==> src/rtl/sync_fifo_flags_if.sv <==
// sync_fifo_flags_if: producer/consumer signal bundle for sync_fifo_flags.
interface sync_fifo_flags_if #(
    parameter int ADD_WIDTH  = 5,
    parameter int DATA_WIDTH = 8
);
    logic [DATA_WIDTH-1:0] data_in;
    logic                  Wr_enable;
    logic                  Read_enable;
    logic                  flush;
    logic [DATA_WIDTH-1:0] data_out;
    logic                  data_valid;
    logic                  full;
    logic                  empty;
    logic                  almost_full;
    logic                  almost_empty;
    logic [ADD_WIDTH:0]    count;
    logic                  overflow;
    logic                  underflow;

    modport master (
        output data_in, Wr_enable, Read_enable, flush,
        input  data_out, data_valid, full, empty, almost_full, almost_empty, count, overflow, underflow
    );

    modport slave (
        input  data_in, Wr_enable, Read_enable, flush,
        output data_out, data_valid, full, empty, almost_full, almost_empty, count, overflow, underflow
    );
endinterface

==> src/rtl/sync_fifo_flags.sv <==
// sync_fifo_flags: single-clock FIFO with optional FWFT read, occupancy count,
// programmable almost flags, sticky error flags and synchronous flush.
module sync_fifo_flags #(
    parameter int ADD_WIDTH  = 5,
    parameter int DATA_WIDTH = 8,
    parameter int FWFT       = 0,
    parameter int AF_THRESH  = 28,
    parameter int AE_THRESH  = 4
) (
    input logic              clk,
    input logic              a_Reset,
    sync_fifo_flags_if.slave bus
);
    localparam int DEPTH = 2 ** ADD_WIDTH;
    localparam logic [ADD_WIDTH:0] ONE     = (ADD_WIDTH + 1)'(1);
    localparam logic [ADD_WIDTH:0] FULL_C  = (ADD_WIDTH + 1)'(DEPTH);
    localparam logic [ADD_WIDTH:0] AF_C    = (ADD_WIDTH + 1)'(AF_THRESH);
    localparam logic [ADD_WIDTH:0] AE_C    = (ADD_WIDTH + 1)'(AE_THRESH);

    generate
        if (AF_THRESH < 1 || AF_THRESH > DEPTH || AE_THRESH < 0 || AE_THRESH >= DEPTH) begin : g_bad_thresh
            $error("sync_fifo_flags: threshold parameters out of range");
        end
    endgenerate

    logic [DATA_WIDTH-1:0] r_mem [DEPTH];
    logic [ADD_WIDTH:0]    r_wr_ptr, r_rd_ptr, r_count, w_count_nxt;
    logic [DATA_WIDTH-1:0] r_dout;
    logic                  r_dv, r_full, r_empty, r_af, r_ae, r_ovf, r_unf;
    logic                  w_rd, w_wr;

    // flush dominates: neither side is accepted in a flush cycle
    assign w_rd = bus.Read_enable & ~r_empty & ~bus.flush;
    assign w_wr = bus.Wr_enable & (~r_full | w_rd) & ~bus.flush;

    always_comb begin
        w_count_nxt = bus.flush      ? '0 :
                      (w_wr & ~w_rd) ? r_count + ONE :
                      (w_rd & ~w_wr) ? r_count - ONE : r_count;
    end

    always_ff @(posedge clk) begin
        if (w_wr) r_mem[r_wr_ptr[ADD_WIDTH-1:0]] <= bus.data_in;
    end

    always_ff @(posedge clk or posedge a_Reset) begin
        if (a_Reset) begin
            r_wr_ptr <= '0;
            r_rd_ptr <= '0;
            r_count  <= '0;
            r_dout   <= '0;
            r_dv     <= 1'b0;
            r_full   <= 1'b0;
            r_empty  <= 1'b1;
            r_af     <= 1'b0;
            r_ae     <= 1'b1;
            r_ovf    <= 1'b0;
            r_unf    <= 1'b0;
        end else begin
            r_wr_ptr <= bus.flush ? '0 : w_wr ? r_wr_ptr + ONE : r_wr_ptr;
            r_rd_ptr <= bus.flush ? '0 : w_rd ? r_rd_ptr + ONE : r_rd_ptr;
            r_count  <= w_count_nxt;
            r_full   <= w_count_nxt == FULL_C;
            r_empty  <= w_count_nxt == '0;
            r_af     <= w_count_nxt >= AF_C;
            r_ae     <= w_count_nxt <= AE_C;
            r_ovf    <= ~bus.flush & (r_ovf | (bus.Wr_enable & r_full & ~w_rd));
            r_unf    <= ~bus.flush & (r_unf | (bus.Read_enable & r_empty));
            r_dv     <= w_rd;
            if (w_rd) r_dout <= r_mem[r_rd_ptr[ADD_WIDTH-1:0]];
        end
    end

    assign bus.data_out     = (FWFT != 0) ? r_mem[r_rd_ptr[ADD_WIDTH-1:0]] : r_dout;
    assign bus.data_valid   = (FWFT != 0) ? ~r_empty : r_dv;
    assign bus.full         = r_full;
    assign bus.empty        = r_empty;
    assign bus.almost_full  = r_af;
    assign bus.almost_empty = r_ae;
    assign bus.count        = r_count;
    assign bus.overflow     = r_ovf;
    assign bus.underflow    = r_unf;
endmodule
==> src/flat_wrapper.sv <==
// flat-port wrapper written by rule: the top's interface ports become plain ports
module sync_fifo_flags_flat 
#(
    parameter int ADD_WIDTH  = 5,
    parameter int DATA_WIDTH = 8,
    parameter int FWFT       = 0,
    parameter int AF_THRESH  = 28,
    parameter int AE_THRESH  = 4
)
  (clk, a_Reset, bus_data_in, bus_Wr_enable, bus_Read_enable, bus_flush, bus_data_out, bus_data_valid, bus_full, bus_empty, bus_almost_full, bus_almost_empty, bus_count, bus_overflow, bus_underflow);
  sync_fifo_flags_if #(.ADD_WIDTH(ADD_WIDTH), .DATA_WIDTH(DATA_WIDTH)) bus_i ();
  input logic clk;
  input logic a_Reset;
  input wire logic [$bits(bus_i.data_in)-1:0] bus_data_in;
  input wire logic [$bits(bus_i.Wr_enable)-1:0] bus_Wr_enable;
  input wire logic [$bits(bus_i.Read_enable)-1:0] bus_Read_enable;
  input wire logic [$bits(bus_i.flush)-1:0] bus_flush;
  output wire logic [$bits(bus_i.data_out)-1:0] bus_data_out;
  output wire logic [$bits(bus_i.data_valid)-1:0] bus_data_valid;
  output wire logic [$bits(bus_i.full)-1:0] bus_full;
  output wire logic [$bits(bus_i.empty)-1:0] bus_empty;
  output wire logic [$bits(bus_i.almost_full)-1:0] bus_almost_full;
  output wire logic [$bits(bus_i.almost_empty)-1:0] bus_almost_empty;
  output wire logic [$bits(bus_i.count)-1:0] bus_count;
  output wire logic [$bits(bus_i.overflow)-1:0] bus_overflow;
  output wire logic [$bits(bus_i.underflow)-1:0] bus_underflow;
  assign bus_i.data_in = bus_data_in;
  assign bus_i.Wr_enable = bus_Wr_enable;
  assign bus_i.Read_enable = bus_Read_enable;
  assign bus_i.flush = bus_flush;
  assign bus_data_out = bus_i.data_out;
  assign bus_data_valid = bus_i.data_valid;
  assign bus_full = bus_i.full;
  assign bus_empty = bus_i.empty;
  assign bus_almost_full = bus_i.almost_full;
  assign bus_almost_empty = bus_i.almost_empty;
  assign bus_count = bus_i.count;
  assign bus_overflow = bus_i.overflow;
  assign bus_underflow = bus_i.underflow;
  sync_fifo_flags #(.ADD_WIDTH(ADD_WIDTH), .DATA_WIDTH(DATA_WIDTH), .FWFT(FWFT), .AF_THRESH(AF_THRESH), .AE_THRESH(AE_THRESH)) u_core (.clk(clk), .a_Reset(a_Reset), .bus(bus_i));
endmodule
==> config.mk <==
export PLATFORM = sky130hd
export DESIGN_NAME = sync_fifo_flags_flat
export DESIGN_NICKNAME = d
export VERILOG_FILES = /design/src/rtl/sync_fifo_flags_if.sv /design/src/rtl/sync_fifo_flags.sv /design/src/flat_wrapper.sv
export SDC_FILE = /design/constraint.sdc
export NUM_CORES = 1
export LEC_CHECK = 0
export ABC_AREA = 1
export BUFFER_PORTS_ARGS = -buffer_cell sky130_fd_sc_hd__buf_2
export CORE_MARGIN = 2
export CORE_UTILIZATION = 28
export CTS_CLUSTER_SIZE = 14
export DETAILED_ROUTE_END_ITERATION = 16
export GPL_TIMING_DRIVEN = 0
export HOLD_SLACK_MARGIN = 0.15
export PLACE_DENSITY = 0.49
export REMOVE_ABC_BUFFERS = 1
export SETUP_SLACK_MARGIN = 0.3
export SLEW_MARGIN = 40
export SYNTH_ARGS = -nofsm -noshare
export SYNTH_HDL_FRONTEND = slang
export SYNTH_SLANG_ARGS = --single-unit
==> constraint.sdc <==
create_clock -name clk -period 2.2 [get_ports clk]
set_input_delay 0.33 -clock clk [delete_from_list [all_inputs] [get_ports clk]]
set_output_delay 0.33 -clock clk [all_outputs]
set_load 0.1 [all_outputs]
==> impl_metrics.env, run 1 <==
export IMPL_status="finished clean"
export IMPL_dieArea_mm2=0.0447
export IMPL_layout_nets=1176
export IMPL_cts_sinks=287
export IMPL_setup_viol=0
export IMPL_synth_top_area_share_pct=63.9
export IMPL_start_util_pct=28.5
export IMPL_rsz0062_at_grt="true"
export IMPL_clk_pin_slew_worst_paths_ns=0.06
export IMPL_report_power_total_mw=14.6
export IMPL_cp_start_kind="register"
export IMPL_drc=0
export IMPL_die_y_um=211
export IMPL_critical_path_class="register to register"
export IMPL_drive_gt1_share_pct=18.1
export IMPL_ff2ff_path_depth=10
export IMPL_met2_usage_pct=23.6
export IMPL_comb_power_share_pct=21.4
export IMPL_crit_start="u_core.r_rd_ptr[0]$_DFFE_PP0P_"
export IMPL_swShare_pct=31.2
export IMPL_synth_distinct_cells=30
export IMPL_grt_busiest_layer="met2"
export IMPL_grt_max_degree=49
export IMPL_hold_end="u_core.bus.underflow$_DFF_PP0_"
export IMPL_vias=8113
export IMPL_grt_pass1_wl_um=48000
export IMPL_die_x_um=211
export IMPL_rr_endpoint="u_core.bus.data_out[3]$_DFFE_PP0P_"
export IMPL_min_from="bus_Read_enable"
export IMPL_critPathCaptureType="register"
export IMPL_syn_avg_cell_area_um2=11.1
export IMPL_leakagePower_nw=5.39
export IMPL_post_dp_hpwl_um=17900
export IMPL_drtIter0Drc=549
export IMPL_grt_pass1_vias=7718
export IMPL_final_cells=1719
export IMPL_clock_skew_ns=0.0246
export IMPL_yosys_area_top_type="edfxtp_1"
export IMPL_areaGrowthSynthToFinish_pct=24.6
export IMPL_wl_per_cell_um=19.1
export IMPL_cts_tree="built"
export IMPL_worstHoldPathCells=3
export IMPL_cp_required_ns=2.60
export IMPL_worst_pin_slew_ns=0.749
export IMPL_ys_warn_count=0
export IMPL_powerDensity_mw_per_mm2=973
export IMPL_track_usage_pct=14.4
export IMPL_reg2reg_from="u_core.r_rd_ptr[0]$_DFFE_PP0P_"
export IMPL_dpl_cell_count=1606
export IMPL_via_per_inst=4.72
export IMPL_hold_slack_ns=0.183
export IMPL_seq_area_frac_synth_pct=70.3
export IMPL_clock_path_buffers=3
export IMPL_syn_area_mm2=0.0120
export IMPL_slew_viol_final=0
export IMPL_ys_seq_elements=287
export IMPL_antenna_found_initial=0
export IMPL_crit_fanout=14
export IMPL_clockRootBuffer="clkbuf_16"
export IMPL_drt_wl_total_um=32800
export IMPL_diodes=0
export IMPL_period_share_pct=84.0
export IMPL_power_frac_clock_pct=35.8
export IMPL_dr_pass1_iters=5
export IMPL_rrSetupSlack_ns=0.35
export IMPL_met3_usage_pct=2.14
export IMPL_syn_inst=1082
export IMPL_power_switching_mw=4.55
export IMPL_core_mm2=0.0422
export IMPL_use_met1_pct=19.9
export IMPL_num_rows=75
export IMPL_final_hold_violation_count=0
export IMPL_pwr_share_seq_pct=42.8
export IMPL_drv_cap=0
export IMPL_max_freq_mhz=541
export IMPL_crit_arrival_ns=2.24
export IMPL_ant_nets=0
export IMPL_htree_levels=2
export IMPL_cts_buffers=35
export IMPL_finish_utilization_pct=35.5
export IMPL_insertion_delay_ns=0.51
export IMPL_slew_headroom_pct=50.0
export IMPL_peakVddDrop_uv=702
export IMPL_p_int_mw=10.0
export IMPL_grt_ovfl_total=0
export IMPL_period_minus_slack_ns=1.85
export IMPL_port_buffers=33
export IMPL_synthTopCellsByArea="edfxtp_1 (64%), nor2_1 (6.8%), nand2_1 (6.2%)"
export IMPL_place_congestion=0.798
export IMPL_min_path_type="primary input to register"
export IMPL_ios=34
per-stage QoR:
step / TNS (ns) / area, µm² / setup WS, ns
floorplan: -29.84 / 11800 / -2.16
global placement: -317.99 / 12600 / -6.34
detailed placement: -260.30 / 12700 / -1.08
CTS: 0 / 14700 / 0.302
global route: 0 / 15000 / 0.251
finish: 0 / 15000 / 0.352
synthesized netlist by cell type:
| master | instances |
|---|---|
| dfrtp_1 | 29 |
| nand2_2 | 3 |
| a21oi_1 | 22 |
| xnor2_1 | 1 |
| clkinv_1 | 3 |
| ha_1 | 7 |
| clkbuf_1 | 13 |
| a31oi_1 | 1 |
| buf_6 | 1 |
| buf_2 | 29 |
| inv_1 | 29 |
| nand4_1 | 5 |
| nor3b_1 | 2 |
| o21ai_0 | 94 |
| nand3_1 | 126 |
| buf_4 | 10 |
| nand2_1 | 199 |
| buf_1 | 1 |
| nand4_4 | 1 |
| nor2_4 | 1 |
| o21ai_1 | 13 |
| nand2_4 | 4 |
| nor2_1 | 219 |
| edfxtp_1 | 256 |
| inv_2 | 4 |
| dfstp_2 | 2 |
| nor2_8 | 1 |
| nor2_2 | 1 |
| nor3_1 | 4 |
| nor4_2 | 1 |
flip-flops by register name, summed over array words and instances (netlist names):
register                 cells
u_core.bus.almost_full       1
u_core.bus.empty             1
u_core.r_wr_ptr              5
u_core.bus.almost_empty      1
u_core.bus.full              1
u_core.bus.underflow         1
u_core.bus.data_out          8
u_core.r_rd_ptr              5
u_core.r_mem               256
u_core.bus.overflow          1
u_core.bus.count             6
u_core.bus.data_valid        1
kinds of logic (layout without fill, tap and decap cells):
family	after synthesis	in the layout	synth area share, %
and+or+nand+nor	567	567	20.0
DFF	287	287	70.3
AOI/OAI and AO/OA	130	130	5.42
buffers and inverters	90	188	3.48
adders and majority gates	7	7	0.728
xor gates and xnor gates	1	1	0.0728
layout make-up:
| type | instances | area [µm²] |
|---|---|---|
| inverter | 36 | 183 |
| clock buffer | 47 | 941 |
| timing repair inverter | 2 | 20.0 |
| clock inverter | 14 | 90.1 |
| fill | 4150 | 27200 |
| timing repair buffer | 89 | 1060 |
| tap | 539 | 674 |
| multi-input combinational | 705 | 3550 |
| sequential | 287 | 8470 |
power groups by stage:
stage	Combinational, mW	Clock (mW)	Sequential [mW]
detailed placement	2.66	0	6.39
finish	3.12	5.22	6.24
CTS	2.94	5.33	6.23
floorplan	0.973	0	7.23
global route	3.35	5.54	6.25
global placement	2.45	0	6.56
cell usage in the layout (no fill, tap or decap), types with 2 or more instances in the layout:
cell type,count
nor3b_1,2
nand3_1,115
nand4_1,5
o21ai_1,20
clkbuf_16,39
edfxtp_1,256
clkbuf_8,2
nand2_8,4
dfstp_2,2
buf_2,32
inv_1,25
ha_1,7
clkinv_1,12
buf_4,24
nand3_2,10
a21oi_1,14
a21oi_2,7
nor3_1,4
nor2_1,184
inv_2,5
clkinv_2,2
nand2_2,5
buf_12,16
nand2_1,196
buf_16,8
o21ai_0,87
nor2_2,3
dfrtp_4,2
dfrtp_1,26
nor2_4,34
clkbuf_1,10
inv_6,3
worst max path at each step:
| stage | end | slack, ns | cells after the start |
|---|---|---|---|
| global route | u_core.bus.data_out[6]$_DFFE_PP0P_ | 0.25 | 8 |
| finish | u_core.bus.data_out[3]$_DFFE_PP0P_ | 0.35 | 10 |
| detailed placement | u_core.r_mem[31][6]$_DFFE_PP_ | -1.08 | 8 |
| floorplan | u_core.bus.data_out[2]$_DFFE_PP0P_ | -2.16 | 7 |
| CTS | u_core.bus.data_out[7]$_DFFE_PP0P_ | 0.30 | 10 |
| global placement | u_core.bus.data_out[2]$_DFFE_PP0P_ | -6.34 | 7 |
routing by layer:
metal	vias up	part of all wire, %
li1	3908	-
met1	3956	45
met2	195	48
met3	54	4.6
met4	0	2.4
met5	-	0
worst max-delay path: stages (launching register included):
cell	delay, ns
dfrtp_4	0.57
buf_4	0.18
clkbuf_16	0.17
nor2_1	0.11
nor2_1	0.05
o21ai_1	0.11
nand3_1	0.17
nand3_2	0.15
nand2_1	0.07
nand3_1	0.11
nand2_1	0.05
repair_timing:
| item | CTS | global route |
|---|---|---|
| hold buffers | 1 | 0 |
| endpoints found under the setup margin | 274 | 190 |
| cloned | 5 | 5 |
| gates resized for setup | 87 | 34 |
| pin swaps | 23 | 8 |
| buffers inserted | 35 | 6 |
| endpoints found under the hold margin | 29 | 0 |
(Power assumes the default switching activity.)
==> run 2: changes to the inputs <==
Settings changed: ABC_AREA 1 to 0.
Clock period 2.2 ns to 1.8 ns, I/O delays scaled along.
==> run 2 against run 1 <==
  * Flip-flop and latch count is the same
  * Critical endpoint is now u_core.bus.data_out[5]$_DFFE_PP0P_
  * Area after synthesis shrank 4.6%
  * Non-clock buffer count grew 25
  * The run now ends with negative setup slack left
  * Wire length shrank 16%
  * Sequential share of layout area shrank 1.2 points
  * Core utilization grew 2.3 points
  * Clock-buffer cell count shrank 6
==> impl_metrics.env, run 2 <==
export IMPL_diodes=0
export IMPL_insertion_delay_ns=0.55
export IMPL_hold_end="u_core.r_rd_ptr[1]$_DFFE_PP0P_"
export IMPL_track_usage_pct=12.7
export IMPL_layout_nets=782
export IMPL_synth_common_cells="edfxtp_1 (256), nor2_1 (78), mux2i_1 (64), mux4_2 (40), dfrtp_1 (29)"
export IMPL_rrSetupSlack_ns=-0.29
export IMPL_port_buffers=33
export IMPL_grt_pass1_wl_um=40000
export IMPL_synth_most_common_cell="edfxtp_1"
export IMPL_synthTopCellsByArea="edfxtp_1 (67%), mux4_2 (7.8%), dfrtp_1 (6.3%)"
export IMPL_met2_usage_pct=21.4
export IMPL_rr_endpoint="u_core.bus.data_out[5]$_DFFE_PP0P_"
export IMPL_syn_avg_cell_area_um2=17.7
export IMPL_antenna_found_initial=0
export IMPL_status="finished with violations"
export IMPL_report_power_total_mw=18.2
export IMPL_critical_path_class="register to register"
export IMPL_critPathTopFamily="multiplexers"
export IMPL_setup_viol=26
export IMPL_cts_tree="built"
export IMPL_die_x_um=207
export IMPL_synth_distinct_cells=48
export IMPL_final_area_mm2=0.0153
export IMPL_grt_busiest_layer="met2"
export IMPL_crit_slowest_cell="dfrtp_4"
export IMPL_use_met1_pct=17.1
export IMPL_min_from="bus_Read_enable"
export IMPL_async_flop_share_pct=10.8
export IMPL_grt_pass1_vias=6224
export IMPL_placed_area_mm2=0.0123
export IMPL_syn_inst=649
export IMPL_grt_ovfl_total=0
export IMPL_dp_slack_ns=-1.22
export IMPL_cts_buffers=30
export IMPL_dr_pass1_iters=4
export IMPL_max_freq_mhz=478
export IMPL_violations="negative setup slack"
export IMPL_ys_warn_count=0
export IMPL_largest_reg_flops=256
export IMPL_layout_common_cells="edfxtp_1 (256), mux2i_1 (54), nor2_1 (42), mux4_2 (40), buf_12 (38)"
export IMPL_synth_edf_count=256
export IMPL_min_path_type="primary input to register"
export IMPL_worst_pin_slew_ns=0.762
export IMPL_ant_nets=0
export IMPL_clock_path_buffers=3
export IMPL_final_common_cell="edfxtp_1"
export IMPL_core_mm2=0.0406
export IMPL_dieArea_mm2=0.0427
export IMPL_leakagePower_nw=4.79
export IMPL_wl_per_cell_um=21.0
export IMPL_worstHoldPathCells=4
export IMPL_slew_viol_final=0
export IMPL_drtIter0Drc=457
export IMPL_drive_gt1_share_pct=40.5
export IMPL_met3_usage_pct=1.80
export IMPL_finish_utilization_pct=37.8
export IMPL_drc=0
export IMPL_slew_headroom_pct=49.1
export IMPL_areaGrowthSynthToFinish_pct=33.7
export IMPL_critPathCaptureType="register"
export IMPL_syn_area_mm2=0.0115
export IMPL_final_hold_violation_count=0
export IMPL_ios=34
export IMPL_yosys_area_top_type="edfxtp_1"
export IMPL_path_cells="buf_12, buf_16, mux4_2, mux2i_4, nor2_2, a2111oi_4, nor3_1"
export IMPL_critPathMaxStageDelay_ns=0.54
export IMPL_crit_fanout=6
export IMPL_ys_seq_elements=287
export IMPL_crit_buf_inv=2
export IMPL_place_congestion=0.730
export IMPL_clock_skew_ns=0.0112
export IMPL_reg2reg_from="u_core.r_rd_ptr[0]$_DFFE_PP0P_"
export IMPL_clockRootBuffer="clkbuf_16"
export IMPL_clk_pin_slew_worst_paths_ns=0.07
export IMPL_rsz0062_at_grt="true"
export IMPL_hold_slack_ns=0.203
export IMPL_ys_flop_type="edfxtp_1"
export IMPL_crit_arrival_ns=2.51
export IMPL_period_share_pct=116
export IMPL_drt_wl_total_um=27700
export IMPL_ff2ff_path_depth=7
export IMPL_drv_cap=0
export IMPL_vias=6172
export IMPL_synth_top_area_share_pct=66.9
export IMPL_num_rows=74
export IMPL_seq_area_frac_synth_pct=73.7
export IMPL_die_y_um=207
export IMPL_cp_required_ns=2.22
export IMPL_powerDensity_mw_per_mm2=1190
export IMPL_period_minus_slack_ns=2.09
export IMPL_peakVddDrop_uv=690
export IMPL_via_per_inst=4.68
export IMPL_start_util_pct=28.3
export IMPL_cp_start_kind="register"
export IMPL_post_dp_hpwl_um=15500
export IMPL_grt_max_degree=34
export IMPL_htree_levels=1
export IMPL_worst_slack_ns=-0.291
export IMPL_cts_sinks=287
[run 2: final cells by class]
cell class                      instances  area [µm²]
Clock buffer                           41         823
Inverter                                6        22.5
Multi-Input combinational cell        323        3720
Tap cell                              532         666
Clock inverter                         15        96.3
Fill cell                            3709       25300
Sequential cell                       287        8490
Timing Repair Buffer                  114        1540
[run 2: worst max-delay path by stage]
stage,from,to,slack (ns),cells after the start
6_report,u_core.r_rd_ptr[0]$_DFFE_PP0P_,u_core.bus.data_out[5]$_DFFE_PP0P_,-0.29,7
4_1_cts,u_core.r_rd_ptr[0]$_DFFE_PP0P_,u_core.bus.data_out[3]$_DFFE_PP0P_,-0.30,6
3_5_place_dp,u_core.r_rd_ptr[0]$_DFFE_PP0P_,u_core.bus.data_out[3]$_DFFE_PP0P_,-1.22,6
5_1_grt,u_core.r_rd_ptr[0]$_DFFE_PP0P_,u_core.bus.data_out[0]$_DFFE_PP0P_,-0.37,7
2_1_floorplan,u_core.r_rd_ptr[0]$_DFFE_PP0P_,u_core.bus.data_out[1]$_DFFE_PP0P_,-2.80,5
3_3_place_gp,u_core.r_rd_ptr[0]$_DFFE_PP0P_,u_core.bus.data_out[3]$_DFFE_PP0P_,-5.17,5
[run 2: logic make-up (layout without fill, tap and decap cells)]
| logic type | count (synthesis) | after routing | share of synthesized area [%] |
|---|---|---|---|
| mux | 107 | 107 | 13.7 |
| buf+inv | 39 | 176 | 1.49 |
| simple gates | 151 | 151 | 6.49 |
| fa+ha+maj | 7 | 7 | 0.763 |
| compound gates | 49 | 49 | 3.10 |
| xor+xnor | 9 | 9 | 0.686 |
| flops | 287 | 287 | 73.7 |
[run 2: layer usage]
metal  wire length, µm  vias to the layer above
met4               525                        0
met3              1170                       42
met2             13900                      112
li1                  -                     2811
met1             12100                     3207
met5                 0                        -
[run 2: per-stage QoR]
stage               std cells  setup TNS [ns]
floorplan                 616         -120.97
global placement         1181         -287.82
detailed placement       1187         -228.12
CTS                      1281           -2.89
global route             1318           -7.51
finish                   1318           -2.87
[run 2: report_power, final]
part | total, mW | internal [mW] | switching (mW)
clock network | 5.82 | 3.32 | 2.50
logic | 4.76 | 2.05 | 2.71
registers | 7.67 | 7.47 | 0.202
[run 2: tightest hold or removal path: cells and delay by family]
kind                   cells  cell delay (ns)
buffers and inverters      1             0.18
and+or+nand+nor            2             0.21
AOI/OAI and AO/OA          1             0.06
[run 2: repair_timing]
| action | in CTS | in global routing |
|---|---|---|
| setup endpoints to repair | 302 | 303 |
| hold buffers | 3 | 0 |
| gates cloned | 3 | 0 |
| pin swaps | 48 | 39 |
| resized for setup | 159 | 120 |
| hold endpoints to repair | 32 | 0 |
| buffers inserted | 32 | 37 |
==> run 3: changes to the inputs <==
Clock period 1.8 ns to 2.34 ns, I/O delays scaled along.
==> run 3 against run 2 <==
  * The run now ends clean
  * Via count decreased by 2.8%
  * Core utilization decreased by 2.4 points
  * Clock skew up 0.00092 ns
  * Setup slack gained 0.49 ns
  * First-iteration DRC count decreased by 5.5%
==> impl_metrics.env, run 3 (same netlist as run 2, synthesis figures left out) <==
export IMPL_port_buffers=33
export IMPL_rrSetupSlack_ns=0.20
export IMPL_leakagePower_nw=4.50
export IMPL_track_usage_pct=12.7
export IMPL_p_int_mw=9.45
export IMPL_clock_path_buffers=3
export IMPL_clock_skew_ns=0.0121
export IMPL_grt_pass1_vias=6195
export IMPL_status="finished clean"
export IMPL_diodes=0
export IMPL_ios=34
export IMPL_areaGrowthSynthToFinish_pct=25.3
export IMPL_cts_buffers=30
export IMPL_cts_tree="built"
export IMPL_htree_levels=1
export IMPL_drtIter0Drc=432
export IMPL_post_dp_hpwl_um=15500
export IMPL_powerDensity_mw_per_mm2=931
export IMPL_grt_ovfl_total=0
export IMPL_via_per_inst=4.66
export IMPL_max_freq_mhz=468
export IMPL_setup_viol=0
export IMPL_tns_ns=0
export IMPL_crit_fanout=7
export IMPL_comb_power_share_pct=22.7
export IMPL_rsz0062_at_grt="true"
export IMPL_wl_met3_um=995
export IMPL_cp_start_kind="register"
export IMPL_hold_end="u_core.bus.underflow$_DFF_PP0_"
export IMPL_antenna_found_initial=0
export IMPL_finish_utilization_pct=35.4
export IMPL_critPathCaptureType="register"
export IMPL_vias=6000
export IMPL_rr_endpoint="u_core.bus.data_out[3]$_DFFE_PP0P_"
export IMPL_crit_arrival_ns=2.55
export IMPL_ff2ff_path_depth=6
export IMPL_swShare_pct=29.5
export IMPL_clockRootBuffer="clkbuf_16"
export IMPL_grt_pass1_wl_um=40000
export IMPL_die_y_um=207
export IMPL_top_layer_used="met4"
export IMPL_start_util_pct=28.3
export IMPL_critical_path_class="register to register"
export IMPL_final_hold_violation_count=0
export IMPL_power_frac_clock_pct=33.3
export IMPL_layout_nets=751
export IMPL_peakVddDrop_uv=495
export IMPL_period_minus_slack_ns=2.14
export IMPL_slew_headroom_pct=50.4
export IMPL_drive_gt1_share_pct=33.9
export IMPL_wl_met2_um=13300
export IMPL_reg2reg_from="u_core.r_rd_ptr[0]$_DFFE_PP0P_"
export IMPL_cp_required_ns=2.75
export IMPL_dr_pass1_iters=5
export IMPL_period_share_pct=91.3
export IMPL_placed_area_mm2=0.0123
export IMPL_min_from="bus_Read_enable"
export IMPL_worst_pin_slew_ns=0.743
export IMPL_largest_reg_flops=256
export IMPL_min_path_type="primary input to register"
export IMPL_wl_per_cell_um=20.9
export IMPL_dieArea_mm2=0.0427
export IMPL_die_x_um=207
export IMPL_fillCellCount=3810
export IMPL_final_common_cell="edfxtp_1"
export IMPL_ant_nets=0
export IMPL_layout_common_cells="edfxtp_1 (256), mux2i_1 (57), nor2_1 (43), mux4_2 (40), buf_2 (33)"
export IMPL_slew_viol_final=0
export IMPL_drv_cap=0
export IMPL_num_rows=74
export IMPL_worstHoldPathCells=3
export IMPL_met1_length_um=12100
export IMPL_drc=0
export IMPL_final_area_mm2=0.0144
export IMPL_place_congestion=0.730
export IMPL_pwr_share_seq_pct=44.0
export IMPL_power_switching_mw=3.95
export IMPL_cts_sinks=287
export IMPL_drt_wl_total_um=26900
export IMPL_core_mm2=0.0406
export IMPL_clk_pin_slew_worst_paths_ns=0.06
export IMPL_grt_max_degree=34
export IMPL_insertion_delay_ns=0.55
[run 3: cell count changes in the layout (fill, tap and decap cells not counted), moves of 3 or more]
cell / change
buf_12: -21
buf_2: +20
buf_6: -25
dfrtp_1: +4
dfrtp_2: -4
ha_1: +3
mux2i_1: +3
mux2i_4: -3
nand2_4: +4
nand2_8: -4
nor3_1: +5
nor3_2: -4
[run 3: how the worst max path moves through the flow]
stage,startpoint,endpoint
finish,u_core.r_rd_ptr[0]$_DFFE_PP0P_,u_core.bus.data_out[3]$_DFFE_PP0P_
global route,u_core.r_rd_ptr[2]$_DFFE_PP0P_,u_core.bus.data_out[6]$_DFFE_PP0P_
CTS,u_core.r_rd_ptr[0]$_DFFE_PP0P_,u_core.bus.data_out[5]$_DFFE_PP0P_
detailed placement,u_core.r_rd_ptr[0]$_DFFE_PP0P_,u_core.bus.data_out[3]$_DFFE_PP0P_
global placement,u_core.r_rd_ptr[0]$_DFFE_PP0P_,u_core.bus.data_out[3]$_DFFE_PP0P_
floorplan,u_core.r_rd_ptr[0]$_DFFE_PP0P_,u_core.bus.data_out[1]$_DFFE_PP0P_
[run 3: power groups by stage]
stage	registers [mW]	logic [mW]	clock network, mW
after global routing	5.91	3.19	4.78
after global placement	6.27	2.25	0
after floorplan	6.97	0.952	0
after CTS	5.89	2.95	4.58
final	5.89	3.04	4.46
after detailed placement	6.08	2.38	0
[run 3: what timing repair did]
action,in CTS,in global routing
hold buffers,1,0
hold endpoints to repair,29,0
endpoints found under the setup margin,268,13
gates resized for setup,121,15
gates cloned,3,0
setup buffers,31,9
pin swaps,22,7
[run 3: final cells by class]
type                            count  area, µm²  area share (%)
Clock buffer                       41        823            5.72
Clock inverter                     15       96.3           0.669
Inverter                            6       22.5           0.156
Multi-Input combinational cell    323       3420            23.8
Sequential cell                   287       8480            58.9
Tap cell                          532        666            4.62
Timing Repair Buffer               83        883            6.14
[run 3: layer usage]
| metal | vias up | global-route usage (%) |
|---|---|---|
| met3 | 36 | 2.00 |
| met4 | 0 | 3.06 |
| li1 | 2732 | - |
| met2 | 99 | 21.6 |
| met5 | - | 0 |
| met1 | 3133 | 17.0 |
[run 3: per-stage QoR]
step	cells	hold WS (ns)	power, mW	worst slack [ns]
after global placement	1181	0.476	8.52	-4.63
after floorplan	616	0.414	7.93	-2.26
after CTS	1278	0.170	13.4	0.164
after detailed placement	1187	0.495	8.46	-0.677
final	1287	0.197	13.4	0.204
after global routing	1287	0.197	13.9	0.148
[run 3: critical path, stage by stage, from the launching register on]
cell       delay, ns
dfrtp_4         0.49
buf_12          0.16
mux4_2          0.55
mux2i_4         0.23
nor2_1          0.11
a2111oi_4       0.37
nor3_1          0.09
